## src/rtl/decode_queue_pkg.sv

```systemverilog
// Shared types for the fetch-to-decode instruction queue: immediate-format
// encodings, the opcodes the pre-decoder recognises, and the queue entry layout.
package decode_queue_pkg;

  localparam int WIDTH   = 24;
  localparam int C_WIDTH = 2;
  localparam int I_WIDTH = 31;

  typedef enum logic [C_WIDTH:0] {
    IMM_I    = 3'b000,
    IMM_S    = 3'b001,
    IMM_B    = 3'b010,
    IMM_U    = 3'b011,
    IMM_J    = 3'b100,
    IMM_NONE = 3'b111
  } imm_src_e;

  localparam logic [6:0] OP_IMM    = 7'b0010011;
  localparam logic [6:0] OP_LOAD   = 7'b0000011;
  localparam logic [6:0] OP_JALR   = 7'b1100111;
  localparam logic [6:0] OP_STORE  = 7'b0100011;
  localparam logic [6:0] OP_BRANCH = 7'b1100011;
  localparam logic [6:0] OP_LUI    = 7'b0110111;
  localparam logic [6:0] OP_AUIPC  = 7'b0010111;
  localparam logic [6:0] OP_JAL    = 7'b1101111;
  localparam logic [6:0] OP_REG    = 7'b0110011;

  typedef struct packed {
    logic [I_WIDTH:0] pc;
    logic [WIDTH:0]   imm;
    imm_src_e         immsrc;
    logic [4:0]       rd;
    logic [4:0]       rs1;
    logic [4:0]       rs2;
    logic             illegal;
  } entry_t;

endpackage

```

## src/rtl/decode_queue_if.sv

```systemverilog
// Fetch/decode handshake bundle for decode_queue; master is the environment,
// slave is the queue itself.
interface decode_queue_if
  import decode_queue_pkg::*;
#(
  parameter int DEPTH = 4
);
  logic                     in_valid;
  logic                     in_ready;
  logic [I_WIDTH:0]         in_instr;
  logic [I_WIDTH:0]         in_pc;
  logic                     out_valid;
  logic                     out_ready;
  logic [I_WIDTH:0]         out_pc;
  logic [WIDTH:0]           out_imm;
  logic [C_WIDTH:0]         out_immSrc;
  logic [4:0]               out_rd;
  logic [4:0]               out_rs1;
  logic [4:0]               out_rs2;
  logic                     out_illegal;
  logic [$clog2(DEPTH):0]   count;

  modport master (
    output in_valid, in_instr, in_pc, out_ready,
    input  in_ready, out_valid, out_pc, out_imm, out_immSrc,
           out_rd, out_rs1, out_rs2, out_illegal, count
  );

  modport slave (
    input  in_valid, in_instr, in_pc, out_ready,
    output in_ready, out_valid, out_pc, out_imm, out_immSrc,
           out_rd, out_rs1, out_rs2, out_illegal, count
  );
endinterface

```

## src/rtl/decode_queue_imm_precode.sv

```systemverilog
// Opcode to {immediate format, illegal} mapper; purely combinational so decode
// can instantiate the same table for its own cross-checks.
module imm_precode
  import decode_queue_pkg::*;
(
  input  logic [6:0] opcode,
  output imm_src_e   imm_src,
  output logic       illegal
);
  always_comb begin
    imm_src = IMM_NONE;
    illegal = 1'b0;
    case (opcode)
      OP_IMM, OP_LOAD, OP_JALR: imm_src = IMM_I;
      OP_STORE:                 imm_src = IMM_S;
      OP_BRANCH:                imm_src = IMM_B;
      OP_LUI, OP_AUIPC:         imm_src = IMM_U;
      OP_JAL:                   imm_src = IMM_J;
      OP_REG:                   imm_src = IMM_NONE;
      default:                  illegal = 1'b1;
    endcase
  end
endmodule

```

## src/rtl/decode_queue.sv

```systemverilog
// Circular instruction queue between fetch and decode with enqueue-time pre-decode.
// DECODE_QUEUE_BYPASS_EN enables a zero-latency path through an empty queue.
module decode_queue
  import decode_queue_pkg::*;
#(
  parameter int DEPTH = 4
) (
  input  logic           clk,
  input  logic           reset_n,
  input  logic           flush,
  decode_queue_if.slave  q
);
  localparam int PW = $clog2(DEPTH);

  entry_t          mem [DEPTH];
  logic [PW-1:0]   head;
  logic [PW-1:0]   tail;
  logic [PW:0]     cnt;
  logic            full;
  logic            empty;
  logic            byp;
  logic            enq;
  logic            deq;
  imm_src_e        in_src;
  logic            in_ill;
  entry_t          in_entry;
  entry_t          out_entry;

  imm_precode u_precode (
    .opcode  (q.in_instr[6:0]),
    .imm_src (in_src),
    .illegal (in_ill)
  );

  assign in_entry = '{pc:      q.in_pc,
                      imm:     q.in_instr[31:7],
                      immsrc:  in_src,
                      rd:      q.in_instr[11:7],
                      rs1:     q.in_instr[19:15],
                      rs2:     q.in_instr[24:20],
                      illegal: in_ill};

  assign full  = (cnt == (PW+1)'(DEPTH));
  assign empty = (cnt == '0);

`ifdef DECODE_QUEUE_BYPASS_EN
  assign byp = empty & q.in_valid & ~flush;
`else
  assign byp = 1'b0;
`endif

  // A bypassed instruction that decode takes immediately is never stored.
  assign enq = q.in_valid & ~full & ~(byp & q.out_ready);
  assign deq = ~empty & q.out_ready;

  assign out_entry     = byp ? in_entry : mem[head];
  assign q.in_ready    = ~full;
  assign q.out_valid   = ~empty | byp;
  assign q.out_pc      = out_entry.pc;
  assign q.out_imm     = out_entry.imm;
  assign q.out_immSrc  = out_entry.immsrc;
  assign q.out_rd      = out_entry.rd;
  assign q.out_rs1     = out_entry.rs1;
  assign q.out_rs2     = out_entry.rs2;
  assign q.out_illegal = out_entry.illegal;
  assign q.count       = cnt;

  always_ff @(posedge clk or negedge reset_n) begin
    if (!reset_n) begin
      head <= '0;
      tail <= '0;
      cnt  <= '0;
      for (int i = 0; i < DEPTH; i++) mem[i] <= '0;
    end else if (flush) begin
      head <= '0;
      tail <= '0;
      cnt  <= '0;
    end else begin
      if (enq) begin
        mem[tail] <= in_entry;
        tail      <= tail + PW'(1);
      end
      if (deq) head <= head + PW'(1);
      case ({enq, deq})
        2'b10:   cnt <= cnt + (PW+1)'(1);
        2'b01:   cnt <= cnt - (PW+1)'(1);
        default: cnt <= cnt;
      endcase
    end
  end
endmodule

```

## src/flat_wrapper.sv

```systemverilog
// flat-port wrapper written by rule: the top's interface ports become plain ports
module decode_queue_flat import decode_queue_pkg::*;
#(
  parameter int DEPTH = 4
)
  (clk, reset_n, flush, q_in_valid, q_in_instr, q_in_pc, q_out_ready, q_in_ready, q_out_valid, q_out_pc, q_out_imm, q_out_immSrc, q_out_rd, q_out_rs1, q_out_rs2, q_out_illegal, q_count);
  decode_queue_if #(.DEPTH(DEPTH)) q_i ();
  input  logic clk;
  input  logic reset_n;
  input  logic flush;
  input wire logic [$bits(q_i.in_valid)-1:0] q_in_valid;
  input wire logic [$bits(q_i.in_instr)-1:0] q_in_instr;
  input wire logic [$bits(q_i.in_pc)-1:0] q_in_pc;
  input wire logic [$bits(q_i.out_ready)-1:0] q_out_ready;
  output wire logic [$bits(q_i.in_ready)-1:0] q_in_ready;
  output wire logic [$bits(q_i.out_valid)-1:0] q_out_valid;
  output wire logic [$bits(q_i.out_pc)-1:0] q_out_pc;
  output wire logic [$bits(q_i.out_imm)-1:0] q_out_imm;
  output wire logic [$bits(q_i.out_immSrc)-1:0] q_out_immSrc;
  output wire logic [$bits(q_i.out_rd)-1:0] q_out_rd;
  output wire logic [$bits(q_i.out_rs1)-1:0] q_out_rs1;
  output wire logic [$bits(q_i.out_rs2)-1:0] q_out_rs2;
  output wire logic [$bits(q_i.out_illegal)-1:0] q_out_illegal;
  output wire logic [$bits(q_i.count)-1:0] q_count;
  assign q_i.in_valid = q_in_valid;
  assign q_i.in_instr = q_in_instr;
  assign q_i.in_pc = q_in_pc;
  assign q_i.out_ready = q_out_ready;
  assign q_in_ready = q_i.in_ready;
  assign q_out_valid = q_i.out_valid;
  assign q_out_pc = q_i.out_pc;
  assign q_out_imm = q_i.out_imm;
  assign q_out_immSrc = q_i.out_immSrc;
  assign q_out_rd = q_i.out_rd;
  assign q_out_rs1 = q_i.out_rs1;
  assign q_out_rs2 = q_i.out_rs2;
  assign q_out_illegal = q_i.out_illegal;
  assign q_count = q_i.count;
  decode_queue #(.DEPTH(DEPTH)) u_core (.clk(clk), .reset_n(reset_n), .flush(flush), .q(q_i));
endmodule
```

## config.mk

```make
export PLATFORM = sky130hd
export DESIGN_NAME = decode_queue_flat
export DESIGN_NICKNAME = d
export VERILOG_FILES = /design/src/rtl/decode_queue_pkg.sv /design/src/rtl/decode_queue_if.sv /design/src/rtl/decode_queue_imm_precode.sv /design/src/rtl/decode_queue.sv /design/src/flat_wrapper.sv
export SDC_FILE = /design/constraint.sdc
export NUM_CORES = 1
export LEC_CHECK = 0
export CORE_MARGIN = 5
export CORE_UTILIZATION = 50
export CTS_CLUSTER_DIAMETER = 80
export DETAILED_ROUTE_END_ITERATION = 12
export PLACE_DENSITY = 0.76
export SLEW_MARGIN = 5
export SYNTH_ARGS = -nofsm -noshare
export SYNTH_HDL_FRONTEND = slang
export SYNTH_HIERARCHICAL = 1
export SYNTH_SLANG_ARGS = --single-unit
```

## constraint.sdc

```tcl
create_clock -name clk -period 1.85 [get_ports clk]
set_input_delay 0.2775 -clock clk [delete_from_list [all_inputs] [get_ports clk]]
set_output_delay 0.2775 -clock clk [all_outputs]
set_load 0.05 [all_outputs]
```

==> impl_results.md, run 1 <==
* Status: finished with violations
* Failing checks: setup timing
* Final worst-path cycle share at 1.26
* Post-Syn Area at 0.0117 mm²
* Leakage at about 7.6 nW
* Die width at between 150 and 200 µm
* Final WL at 26700 µm
* Element type at the critical path start: flop
* IO Pins at 150
* GRT Total Usage at 0.203
* Post-place setup slack at -0.144 ns
* Reg clk slew, reported paths at ~0.060 ns
* Synth Area in Compound Gates at 0.0141
* First-pass detailed-route iteration total at 4
* Largest net degree at the start of global routing at 57
* Crit-path cells: buf_12 -> buf_12 -> mux4_2 -> buf_8
* GRT overflow at 0
* Syn-to-layout area delta at 34.6%
* Crit path largest cell delay at about 0.58 ns
* Wire per inst at 22.2 µm
* First-pass GRT wire length at 43100 µm
* Asr flop ratio synth at 1.00
* Vias in the first global route at around 7700
* Final Skew at roughly 0.0089 ns
* Fin. Hold Viols at 0
* Layout Nets at 933
* I/O Buffers at 149
* # clock sinks at 251
* Register area at ~0.0063 mm²
* Worst-path maximum fanout at 6
* Final Util at 0.678
* PnR Total Power at 26.9 mW
* Power Density at roughly 1700 mW/mm²
* Reg power frac at 0.325
* P_int at 17.8 mW
* YS warnings at 6
* CTS root buffer: clkbuf_16
* Num CTS Buffers at 28
* Worst Slack Setup Final at -0.475 ns
* HPWL Detailed at 17200 µm
* Post-synth EDFFs at 0
* Crit. End Element: output port
* Synth Register Bits at 251
* Clk buf depth at 3
* Commonest non-fill, non-tap cell in the layout: dfrtp_1
* Logic pwr share at 0.442
* Setup CP Type: reg -> out
* CTS tree: done
* Die area at 0.0266 mm²
* VDD IR max at 1.02 mV
* Synth Area in Simple Gates at 0.0224
* Fin crit period at between 2 and 2.5 ns
* Initial Util at 0.504
* Worst-Margin Slew at between 0.5 and 0.6 ns
* DR vias at 6644
* First DRT Iteration DRCs at 346
* # DRC at 0
* Routed Antenna Nets at 0
* Cell Rows at 56
* Switching power share of the total at 0.338
* Share of layout cells above drive strength 1 at 0.586
* Multi-input logic area at 0.00559 mm²
* Mux contribution to synthesized area at 0.376
* Synth Area in Adders at 0.00598
* Critical path's slowest cell: mux4_2
* Hold WC Path Type: in -> async
* Clk pwr share at 0.233
* Crit path top cell by count: buf_12
* Avg Synthesized Cell Area at 17.1 µm²
* Final setup viols at between 70 and 80
* Die Height at 163 µm
* Top FF cell, synth: dfrtp_1
* Fin. max-slew vios at 0
* Initial antenna violation count at 0
* Fillers at 1520
* Vias per cell at ~5.5
* Max Cap Viol at 0
* Largest family of logic cells by synthesized area: multiplexers
* Seq/Total Area, Yosys at 0.536
* CP required at 1.57 ns
* Syn_nets at between 700 and 800
* CTS HTree Levels at 1
* RSZ-0062 raised after global routing: yes
* Post-synthesis cell type count at 45
* Slew Limit Headroom at 0.654
* Gpl congestion at 0.762
* Most frequent cells in the layout: 246 x dfrtp_1, 239 x mux2_4, 70 x buf_6, 67 x clkdlybuf4s50_1, 61 x mux4_2
* Data arrival, critical path at between 2 and 2.5 ns
* XOR/XNOR Fraction of Synth Area at 0.00224
* Ant diodes at 0
* Cells after Synth at 685
* Switching Power at 9.11 mW
* Clk Latency, worst-skew pair at 0.53 ns
* Max Clk Rate at 0.430 GHz
* Core area at 0.0233 mm²
worst max-delay path: cells and delay by family, from the launching register on:
kind / cells / cell delay [ns]
multiplexers: 1 / 0.58
buffers and inverters: 3 / 0.48
flip-flops: 1 / 0.46
cell type report:
type / instances / share of cell area
timing repair buffer: 203 / 0.151
clock buffer: 35 / 0.0512
tap: 319 / 0.0253
sequential: 251 / 0.399
clock inverter: 17 / 0.0168
inverter: 5 / 0.00206
multi-input combinational: 370 / 0.354
final timing paths:
check / startpoint / end / slack (ns) / cells past startpoint
setup / recovery: u_core/head[0] / q_out_rs1[4] / -0.47 / 4
hold / removal: reset_n / u_core/mem[223] / 0.26 / 2
setup reg to reg: u_core/q.count[0] / u_core/q.count[1] / -0.02 / 6
hold reg to reg: u_core/mem[202] / u_core/mem[202] / 0.50 / 1
max in group asynchronous: reset_n / u_core/mem[57] / 0.89 / 3
min in group clk: q_in_pc[26] / u_core/mem[70] / 0.46 / 2
cells by family after synthesis:
kind of cell	Yosys count
flip-flops	251
buffers and inverters	64
adder cells (fa/ha/maj)	5
AND/OR/NAND/NOR	33
multiplexers	305
AO/OA/AOI/OAI	24
XOR/XNOR	3
state kept, by name (all words and copies together) (netlist names):
register,flops
u_core/head,2
u_core/tail,2
u_core/mem,244
u_core/q.count,3
stage by stage:
| step | std cells | instance area (µm²) | TNS [ns] | hold slack [ns] |
|---|---|---|---|---|
| after global placement | 1133 | 14100 | -18.86 | 0.215 |
| final | 1200 | 15800 | -31.23 | 0.256 |
| after global routing | 1200 | 15800 | -36.99 | 0.299 |
| after floorplan | 685 | 12600 | -9.34 | -0.0181 |
| after detailed placement | 1133 | 14100 | -18.57 | 0.220 |
| after CTS | 1198 | 15700 | -34.24 | 0.252 |
cell usage after synthesis (all sizes together) (2+ instances only):
cell,instances,area [µm²]
nor2,6,22.5
nand3,9,95.1
dfrtp,251,6280
a21oi,8,40.0
ha,4,50.1
inv,5,18.8
nand2b,3,18.8
or3b,2,17.5
a2111oi,2,17.5
o21ai,4,20.0
xor2,2,17.5
mux4,61,1370
nand3b,2,27.5
nor3,2,10.0
buf,53,462
nand2,3,11.3
clkbuf,6,22.5
nor2b,3,28.8
mux2,244,3030
repair_timing:
item	4_1_cts	5_1_grt
endpoints found under the setup margin	79	79
buffers inserted	8	2
gates cloned	4	0
hold buffers	1	0
pin swaps	7	2
resized for setup	91	13
hold endpoints to repair	44	0
power by group through the flow:
stage	clock [mW]	combinational, mW	sequential (mW)
floorplan	0	8.82	8.36
global placement	0	10.5	8.60
detailed placement	0	10.7	8.81
CTS	6.42	11.9	8.75
global route	6.65	12.4	8.99
finish	6.27	11.9	8.76
layer usage:
| metal | track usage | vias to the layer above | share of wire |
|---|---|---|---|
| met4 | 0.0503 | 0 | 0.022 |
| li1 | - | 2877 | - |
| met3 | 0.0341 | 48 | 0.046 |
| met2 | 0.351 | 170 | 0.51 |
| met5 | 0 | - | 0 |
| met1 | 0.271 | 3549 | 0.43 |
Note: power is estimated with default switching activity, not from simulation.
==> inputs of run 2 (changes only) <==
--- a/config.mk
+++ b/config.mk
@@ -6,10 +6,10 @@
 export NUM_CORES = 1
 export LEC_CHECK = 0
 export CORE_MARGIN = 5
-export CORE_UTILIZATION = 50
+export CORE_UTILIZATION = 60
 export CTS_CLUSTER_DIAMETER = 80
 export DETAILED_ROUTE_END_ITERATION = 12
-export PLACE_DENSITY = 0.76
+export PLACE_DENSITY = 0.86
 export SLEW_MARGIN = 5
 export SYNTH_ARGS = -nofsm -noshare
 export SYNTH_HDL_FRONTEND = slang
==> constraint.sdc (replaced) <==
create_clock -name clk -period 2.9 [get_ports clk]
set_input_delay 0.435 -clock clk [delete_from_list [all_inputs] [get_ports clk]]
set_output_delay 0.435 -clock clk [all_outputs]
set_load 0.05 [all_outputs]
==> run 2 against run 1 <==
- the run now ends clean
- sequential share of layout area increased by 4.8 points
- global-route usage increased by 1.3 points
- sequential power decreased by 37%
- power decreased by 45%
- critical endpoint is now q_in_ready
- largest cell class unchanged
==> impl_results.md, run 2 (synthesized netlist as in run 1, its figures left out) <==
* Fin. max-slew vios at 0
* Met1 Use GR at 0.294
* CTS root buffer: clkbuf_16
* Depth of the most critical reg-to-reg path at 5
* Vias per cell at roughly 6
* Largest net degree at the start of global routing at 141
* Worst-path maximum fanout at 14
* Max Clk Rate at roughly 0.37 GHz
* Syn-to-layout area delta at 20.2%
* Crit. End Element: output port
* Slew Limit Headroom at 0.508
* Clk Latency, worst-skew pair at 0.51 ns
* First-pass GRT wire length at 38500 µm
* Most frequent cells in the layout: 249 x dfrtp_1, 140 x mux2_2, 76 x clkdlybuf4s50_1, 76 x mux2_4, 61 x mux4_2
* CTS HTree Levels at 1
* Ant diodes at 0
* Final Skew at between 0.01 and 0.015 ns
* Core area at 0.0193 mm²
* Leakage at 6.43 nW
* First DRT Iteration DRCs at 356
* Die width at between 100 and 150 µm
* Die area at between 0.02 and 0.025 mm²
* Routed Antenna Nets at 0
* Met3 Track Usage GR at 0.0385
* Hold WC Path Type: in -> async
* R2R Path Start: u_core/q.count[1]
* GRT met2 Usage at 0.367
* CP required at 2.47 ns
* Initial Util at 0.606
* Clk buf depth at 3
* Wire per inst at 21.3 µm
* VDD IR max at about 0.88 mV
* Share of layout cells above drive strength 1 at 0.478
* Finished Layout Cells at about 1100
* I/O Buffers at 149
* Final WL at 23500 µm
* Top Usage Layer GRT: met2
* Power Density at 1060 mW/mm²
* Gpl congestion at approximately 0.74
* CTS tree: done
* Final setup viols at 0
* First-pass detailed-route iteration total at 4
* FF-to-FF End: u_core/q.count[1]
* Cell Rows at 51
* Commonest non-fill, non-tap cell in the layout: dfrtp_1
* Data arrival, critical path at between 2 and 2.5 ns
* Max Cap Viol at 0
* Setup CP Type: reg -> out
* FF-to-FF setup slack at 0.79 ns
* Fin crit period at 2.73 ns
* Initial antenna violation count at 0
* # DRC at 0
* Reg clk slew, reported paths at ~0.06 ns
* Num CTS Buffers at 26
* Final worst-path cycle share at 0.942
* # clock sinks at 251
* RSZ-0062 raised after global routing: no
* GRT overflow at 0
* Worst-Margin Slew at 0.739 ns
* GRT Total Usage at 0.216
* HPWL Detailed at 15400 µm
* IO Pins at 150
* DR vias at 6445
* Element type at the critical path start: flop
* Critical path startpoint: u_core/q.count[0]
* Vias in the first global route at 7164
* Max reg flops at 244
* Setup bufs post-CTS at 0
* TNS Setup at 0 ns
* Die Height at ~150 µm
* Most flop-heavy register: u_core/mem
* Status: completed
* Layout Nets at 895
* Fin. Hold Viols at 0
* DP Cell Count at between 1000 and 1500
## run 2: per-stage QoR
step                      utilization  worst slack [ns]  instance area (µm²)  total power [mW]  hold slack [ns]
after global placement          0.684             0.444                13200              11.6            0.227
after detailed placement        0.684             0.422                13200              11.8            0.225
after floorplan                     -             0.676                11700              10.3            0.139
after CTS                       0.728             0.136                14100              15.0            0.278
final                           0.728             0.169                14100              14.9            0.297
after global routing            0.728            0.0839                14100              15.6            0.284
## run 2: per-layer routing
layer,vias up,wire (µm)
li1,2818,-
met1,3394,9760
met2,182,12100
met3,51,1200
met4,0,532
met5,-,0
## run 2: area by class of cell
cell class	count	area, µm²
Clock buffer	46	857
Clock inverter	2	10.0
Fill cell	1202	5260
Inverter	5	18.8
Multi-Input combinational cell	370	4930
Sequential cell	251	6290
Tap cell	265	332
Timing Repair Buffer	167	1640
## run 2: worst max-delay path by stage
| stage | endpoint | cells past startpoint |
|---|---|---|
| floorplan | u_core/q.count[1] | 6 |
| global placement | u_core/mem[203] | 6 |
| detailed placement | u_core/mem[201] | 6 |
| CTS | q_in_ready | 3 |
| global route | q_in_ready | 3 |
| finish | q_in_ready | 3 |
## run 2: power by group
part           leakage, nW  switching [mW]  internal (mW)
clock network        0.429            1.27           1.98
registers             3.13           0.741           4.80
logic                 2.87            3.31           2.80
## run 2: what timing repair did
item / CTS / global route
resized for setup: 20 / 0
endpoints found under the hold margin: 4 / 0
hold buffers: 1 / 0
endpoints found under the setup margin: 20 / 0
## run 2: worst max-delay path, cell delays in order, from the launching register on
cell and delay (ns):
dfrtp_1 0.63, nor3b_4 0.09, inv_2 0.20, clkdlybuf4s50_1 0.87
==> inputs of run 3 (changes only) <==
--- a/config.mk
+++ b/config.mk
@@ -6,10 +6,10 @@
 export NUM_CORES = 1
 export LEC_CHECK = 0
 export CORE_MARGIN = 5
-export CORE_UTILIZATION = 60
+export CORE_UTILIZATION = 56
 export CTS_CLUSTER_DIAMETER = 80
 export DETAILED_ROUTE_END_ITERATION = 12
-export PLACE_DENSITY = 0.86
+export PLACE_DENSITY = 0.81
 export SLEW_MARGIN = 5
 export SYNTH_ARGS = -nofsm -noshare
 export SYNTH_HDL_FRONTEND = slang
==> constraint.sdc (replaced) <==
create_clock -name clk -period 2.8 [get_ports clk]
set_input_delay 0.42 -clock clk [delete_from_list [all_inputs] [get_ports clk]]
set_output_delay 0.42 -clock clk [all_outputs]
set_load 0.05 [all_outputs]
==> run 3 against run 2 <==
- global-route usage down 0.25 points
- via count grew 1.5%
- sequential power up 3.8%
- clock power grew 16%
- hold slack better by 0.14 ns
- die area grew 6.7%
- critical path depth is 1 lower
- clock skew decreased by 0.0054 ns
- non-clock buffer count increased by 8
- count of clock-buffer cells in the layout decreased by 11
- largest cell class unchanged
- utilization decreased by 4.3 points
==> impl_results.md, run 3 (synthesized netlist as in run 1, its figures left out) <==
* Core area at 0.0208 mm²
* Wire per inst at 22.3 µm
* Die width at 155 µm
* First-pass GRT wire length at 41300 µm
* RSZ-0062 raised after global routing: no
* Vias in the first global route at 7525
* Routed Antenna Nets at 0
* CP required at 2.38 ns
* Die area at 0.0239 mm²
* I/O Buffers at 149
* Vias per cell at roughly 5.8
* DR vias at 6539
* Num CTS Buffers at 26
* Initial Util at 0.563
* Share of layout cells above drive strength 1 at 0.491
* Ant diodes at 0
* Fin. max-slew vios at 0
* Top Usage Layer GRT: met2
* Data arrival, critical path at 2.31 ns
* Slew Limit Headroom at 0.634
* CTS root buffer: clkbuf_16
* Reg clk slew, reported paths at ~0.06 ns
* Largest net degree at the start of global routing at 84
* GRT overflow at 0
* Most frequent cells in the layout: 249 x dfrtp_1, 140 x mux2_2, 76 x mux2_4, 72 x clkdlybuf4s50_1, 64 x buf_4
* VDD IR max at approximately 0.8 mV
* Commonest non-fill, non-tap cell in the layout: dfrtp_1
* Max Clk Rate at 0.366 GHz
* Syn-to-layout area delta at 21.8%
* Worst-path maximum fanout at 25
* CTS tree: done
* Final Util at 0.685
* Final worst-path cycle share at 0.975
* Element type at the critical path start: flop
* Crit. End Element: output port
* Met1 Use GR at 0.277
* Final WL at 25100 µm
* Gpl congestion at 0.788
* Setup CP Type: reg -> out
* CTS HTree Levels at 1
* Max Cap Viol at 0
* Clk buf depth at 3
* Most flop-heavy register: u_core/mem
* Die Height at approximately 150 µm
* # clock sinks at around 250
* First DRT Iteration DRCs at 334
* Cell Rows at 53
* Fin. Hold Viols at 0
* Leakage at 6.53 nW
* GRT met2 Usage at 0.374
* HPWL Detailed at 16000 µm
* Area of placed instances at 0.0132 mm²
* Clk Latency, worst-skew pair at about 0.52 ns
* Layout Nets at 903
* PnR Total Power at between 15 and 20 mW
* GRT Total Usage at 0.214
* Status: completed
* TNS Setup at 0 ns
* Initial antenna violation count at 0
* Met3 Track Usage GR at 0.0411
* Final Skew at 0.00669 ns
* Final setup viols at 0
* First-pass detailed-route iteration total at 4
* Worst-Margin Slew at 0.550 ns
* IO Pins at 150
* Max reg flops at ~240
* Fin crit period at 2.73 ns
* # DRC at 0
* Hold WC Path Type: in -> async
* Power Density at approximately 1100 mW/mm²
* Post-route cell area at 0.0143 mm²
[run 3: cell types whose count changed in the layout (fill, tap and decap cells not counted), sizes merged, moves of 3 or more]
cell / change
clkdlybuf4s50: -4
buf: +8
dlygate4sd2: +3
clkinv: +5
bufinv: +5
clkbuf: -10
[run 3: worst paths after layout]
check	slack (ns)	cells after the start	startpoint	to
min	0.43	2	reset_n	u_core/mem[216]
max	0.07	2	u_core/head[1]	q_out_pc[12]
max in group asynchronous	1.43	3	reset_n	u_core/mem[129]
max reg2reg	0.66	5	u_core/q.count[1]	u_core/q.count[1]
min in group clk	0.49	1	u_core/mem[151]	u_core/mem[151]
min reg2reg	0.49	1	u_core/mem[151]	u_core/mem[151]
[run 3: repair_timing]
item | CTS | global route
endpoints found under the setup margin | 77 | 44
buffers inserted | 4 | 0
cloned | 0 | 1
hold buffers | 1 | 0
hold endpoints to repair | 62 | 0
gates resized for setup | 25 | 0
[run 3: layer usage]
metal  wire length [µm]  part of all wire
met4                516             0.021
met3               1380             0.055
met5                  0                 0
met1              10200              0.41
met2              12900              0.52
[run 3: critical path, stage by stage (launching register included)]
cell	delay [ns]
dfrtp_4	0.67
mux4_2	0.39
clkdlybuf4s50_1	0.72
[run 3: report_power, final]
| part | switching, mW | leakage (nW) | total, mW | internal (mW) |
|---|---|---|---|---|
| Combinational | 3.43 | 2.93 | 6.36 | 2.93 |
| Sequential | 0.789 | 3.13 | 5.76 | 4.98 |
| Clock | 1.41 | 0.476 | 3.78 | 2.37 |
[run 3: final cells by class]
class | instances | area (µm²)
clock buffer | 35 | 766
timing repair buffer | 175 | 1730
inverter | 5 | 18.8
clock inverter | 13 | 193
sequential | 251 | 6290
multi-input combinational | 370 | 4930
tap | 275 | 344
fill | 1372 | 6550
[run 3: through the flow]
stage          instances  setup slack (ns)  hold WS (ns)
6_report            1124            0.0711         0.434
5_1_grt             1124            0.0115         0.473
4_1_cts             1123           0.00560         0.438
3_5_place_dp        1070             0.310         0.397
3_3_place_gp        1070             0.332         0.379
2_1_floorplan        685             0.576         0.124
